## config.mk

```make
export PLATFORM = sky130hd
export DESIGN_NAME = div_clock_selector
export DESIGN_NICKNAME = d
export VERILOG_FILES = /design/src/rtl/div_clock_selector.sv
export SDC_FILE = /design/constraint.sdc
export NUM_CORES = 1
export LEC_CHECK = 0
export CAP_MARGIN = 10
export CORE_ASPECT_RATIO = 1.4
export CORE_UTILIZATION = 48
export DETAILED_ROUTE_END_ITERATION = 10
export PLACE_DENSITY = 0.79
export SLEW_MARGIN = 20
export SYNTH_ARGS = -nofsm -noshare
export SYNTH_HDL_FRONTEND = slang
export SYNTH_SLANG_ARGS = --single-unit
```

## constraint.sdc

```tcl
create_clock -name clk -period 2.25 [get_ports clk]
set_clock_uncertainty 0.1 [all_clocks]
set_input_delay 0.3375 -clock clk [delete_from_list [all_inputs] [get_ports clk]]
set_output_delay 0.3375 -clock clk [all_outputs]
set_load 0.02 [all_outputs]
```

## src/rtl/div_clock_selector.sv

```systemverilog
// Glitch-free selector over the divider bank taps.
// Emits a tick on each selected rising edge and counts the ticks.
module div_clock_selector #(
  parameter int NTAPS       = 8,
  parameter int SELW        = 3,
  parameter int CNTW        = 16,
  parameter int DEFAULT_SEL = 0
) (
  input  logic            clk,
  input  logic            rst,
  input  logic [NTAPS-1:0] taps,
  input  logic [SELW-1:0] tap_sel,
  input  logic            cnt_clr,
  output logic            clk_out,
  output logic            tick,
  output logic [CNTW-1:0] tick_count,
  output logic            busy,
  output logic [SELW-1:0] sel_active
);

  localparam int TW = 2 ** SELW;
  localparam logic [SELW-1:0] DSEL = SELW'(DEFAULT_SEL);

  localparam logic [1:0] RUN   = 2'd0;
  localparam logic [1:0] DRAIN = 2'd1;
  localparam logic [1:0] ARM   = 2'd2;

  logic [1:0]      state;
  logic [SELW-1:0] pending;
  logic [TW-1:0]   tapx;
  logic            req_ok;
  logic            cur_tap;
  logic            pnd_tap;
  logic            clk_nx;

  assign tapx    = TW'(taps);
  assign cur_tap = tapx[sel_active];
  assign pnd_tap = tapx[pending];

  generate
    if (NTAPS >= TW) begin : g_full
      assign req_ok = 1'b1;
    end else begin : g_part
      assign req_ok = {1'b0, tap_sel} < (SELW + 1)'(NTAPS);
    end
  endgenerate

  // DRAIN keeps following the old tap so its high phase is never cut.
  assign clk_nx = (state != ARM) & cur_tap;

  always_ff @(posedge clk or posedge rst) begin
    if (rst) begin
      state      <= RUN;
      sel_active <= DSEL;
      pending    <= DSEL;
      clk_out    <= 1'b0;
      tick       <= 1'b0;
      tick_count <= '0;
      busy       <= 1'b0;
    end else begin
      clk_out <= clk_nx;
      tick    <= clk_nx & ~clk_out;
      if (cnt_clr)
        tick_count <= '0;
      else if (tick)
        tick_count <= tick_count + CNTW'(1);
      unique case (state)
        RUN: begin
          if (req_ok && tap_sel != sel_active) begin
            pending <= tap_sel;
            busy    <= 1'b1;
            state   <= DRAIN;
          end
        end
        DRAIN: begin
          if (!cur_tap)
            state <= ARM;
        end
        ARM: begin
          if (!pnd_tap) begin
            sel_active <= pending;
            busy       <= 1'b0;
            state      <= RUN;
          end
        end
        default: state <= RUN;
      endcase
    end
  end

endmodule

```

==> impl_metrics.csv <==
group,metric,value,unit
sta,slew_viol_final,0,
detailed_routing,drt-initial-drc-count,23,
critical_path,worstPathArrival,1.56,ns
grt,antenna_found_initial,0,
critical_path,crit_fanout,8,
sta,setup_tns,0,ns
cts,clock_sink_count,27,
synthesis,ys_warn_count,0,
die,io_pins,36,
grt,grt_pass1_vias,1083,
power,power.leakage,0.783,nW
cells_and_area,antenna_cells,0,
placement,gp_congestion,0.895,
synthesis,yosys.cell_types.count,36,
run,maxCapViolCount,0,
cells_and_area,final_cells,201,
critical_path,reg2reg_from,"pending[0]",
synthesis,synth_commonest_cells,"dfrtp_1 (27), nor2_1 (15), xor2_1 (10)",
synthesis,avgSynthCellArea,11.3,um2
sta,worst_slew_pin_slew,0.339,ns
cells_and_area,fillers,232,
cts,ctsResizeCount,0,
placement,place_hpwl,2220,um
synthesis,synthesis.area,1420,um2
cells_and_area,layout-drive-gt1-share,0.133,
sta,fin_crit_sh,0.887,
power,power.switching,560,uW
critical_path,required,1.81,ns
power,power_frac_clock,0.130,
sta,setup_violations,0,
sta,hold_viol_final,0,
synthesis,yosys_most_used_dff,"dfrtp_1",
synthesis,synthCells,125,
critical_path,worstPathCellList,"clkdlybuf4s50_1",
critical_path,cpMaxStageDelayCell,"clkdlybuf4s50_1",
detailed_routing,first_pass_iters,4,
critical_path,crit_family,"buffers and inverters",
power,sw_frac_of_total,0.354,
cells_and_area,area_growth_syn_to_layout,30.8,%
status,outcome,"finished clean",
detailed_routing,vias,1085,
synthesis,synthArstFlopShare,1.00,
detailed_routing,post_drt_wl_per_cell,14.1,um
cts,clockRootBuffer,"clkbuf_4",
power,p_seq_frac,0.476,
die,std_cell_rows,22,
die,initial_core_util,0.525,
critical_path,rr_worst_depth,4,
synthesis,synth_seq_area_share,0.477,
detailed_routing,route.final.wire_length,2840,um
critical_path,timing.reg2reg.setup_slack,0.37,ns
synthesis,syn-num-nets,140,
detailed_routing,ant_nets,0,
critical_path,cp_slowest_stage_delay,0.67,ns
cts,cts_tree,"yes",
power,comb_power_share,0.395,
synthesis,synth_edf_count,0,
cts,clk_path_buf_depth,2,
critical_path,critPathBufInv,1,
sta,rsz0062_at_grt,"no",
cts,numCtsBuffers,3,
cells_and_area,layout.nets,181,
sta,fin_crit,1.99,ns
grt,grt_pass1_wl,4840,um
placement,dp_cells,197,
grt,grt_max_degree,28,
die,core-area,2700,um2
synthesis,yosysTopAreaCellShare,0.477,
grt,globalRoute.totalOverflow,0,
cts,cts_max_level,1,
power,power.total,1.58,mW
worst_hold_path,min_path_type,"primary input to asynchronous set/reset pin",
critical_path,r2r-end,"sel_active[1]",
die,die_area,3170,um2
grt,groute.usage.overall,0.213,
cts,clkTransAtPathRegs,0.14,ns
synthesis,netlist_top_cells_area,"dfrtp_1 (48%), xor2_1 (6.2%), mux4_2 (4.8%), mux2i_1 (4.2%), mux2_2 (4.0%)",
synthesis,yosys.area.top_type,"dfrtp_1",
power,intPower,1.02,mW
power,p_per_area,854,nW/um2
sta,relSlewSlack,0.767,
sta,fmax,0.501,GHz
critical_path,worst_setup_path_end_kind,"primary output",
synthesis,yosysMostFrequentCell,"dfrtp_1",
die,die-height,66.2,um
detailed_routing,drcViolationCount,0,
die,die_w,47.9,um
cts,clock_latency,0.32,ns
power,peakVddDrop,716,uV
placement,port_buffers,35,
critical_path,cp-start-kind,"flip-flop",
cts,ctsHoldBuffers,0,
cts,post_cts_buffers,0,
critical_path,worst-setup-path-type,"flip-flop to primary output",
synthesis,synth-seq-cells,27,
detailed_routing,viasPerCell,5.40,
worst max path at each step:
stage	from	to	slack [ns]	cells after the start
finish	tick	tick	0.26	1
global route	tick	tick	0.19	1
CTS	tick	tick	0.24	1
detailed placement	taps[7]	sel_active[0]	0.09	5
global placement	taps[7]	sel_active[0]	0.14	5
floorplan	tick	tick_count[15]	0.42	5
stage by stage:
step / area, um2 / utilization / setup slack, ns / hold WS [ns]
finish: 1850 / 0.686 / 0.255 / 0.254
global route: 1850 / 0.686 / 0.195 / 0.292
CTS: 1850 / 0.686 / 0.240 / 0.268
detailed placement: 1820 / 0.676 / 0.0910 / 0.333
global placement: 1820 / 0.676 / 0.138 / 0.324
floorplan: 1420 / - / 0.416 / 0.290
layout by cell type, fill, tap and decap left out:
cell,n
clkdlybuf4s50_1,35
dfrtp_1,27
nor2_1,15
xor2_1,10
nand2_1,6
nand4_1,6
mux2i_1,6
mux2_2,5
buf_4,5
xnor2_1,4
a21oi_1,4
nor3_1,3
and3_1,3
nand3_1,3
mux4_2,3
inv_1,3
o21ai_0,3
clkbuf_4,3
nor2b_1,2
nand3b_1,2
o2111ai_4,1
o2111a_1,1
nor4_1,1
a211oi_1,1
and4_1,1
nor4_4,1
a31o_2,1
o31ai_1,1
nand2b_1,1
a21o_1,1
a21boi_0,1
nand3_2,1
mux2_4,1
or3_1,1
or3_2,1
ha_1,1
clkbuf_1,1
sequential cells by signal (all words and copies together) (netlist names):
signal	cells
busy	1
clk_out	1
pending	3
sel_active	3
state	2
tick	1
tick_count	16
layer usage:
layer  up-vias  wire (um)  track usage
met5         -          0            0
met4         0         24       0.0694
met3         2         93       0.0273
met2        27       1590        0.389
met1       526       1130        0.239
li1        530          -            -
layout make-up:
type                            instances  area (um2)  area share
Multi-Input combinational cell         91         704       0.381
Clock buffer                            4        26.3      0.0142
Tap cell                               36        45.0      0.0243
Sequential cell                        27         676       0.365
Timing Repair Buffer                   40         388       0.210
Inverter                                3        11.3     0.00609
cells by family after synthesis:
| group | share of synthesized area |
|---|---|
| muxes | 0.141 |
| DFF | 0.477 |
| and+or+nand+nor | 0.183 |
| adders and majority gates | 0.00884 |
| AOI/OAI and AO/OA | 0.0787 |
| buffers and inverters | 0.0247 |
| xor gates and xnor gates | 0.0866 |
power by group through the flow:
stage | Sequential, mW | Combinational, mW | Clock [mW]
after floorplan | 0.777 | 0.374 | 0
after global placement | 0.756 | 0.609 | 0
after detailed placement | 0.764 | 0.628 | 0
after CTS | 0.754 | 0.631 | 0.211
after global routing | 0.773 | 0.679 | 0.233
final | 0.752 | 0.624 | 0.205
(Power assumes the default switching activity.)
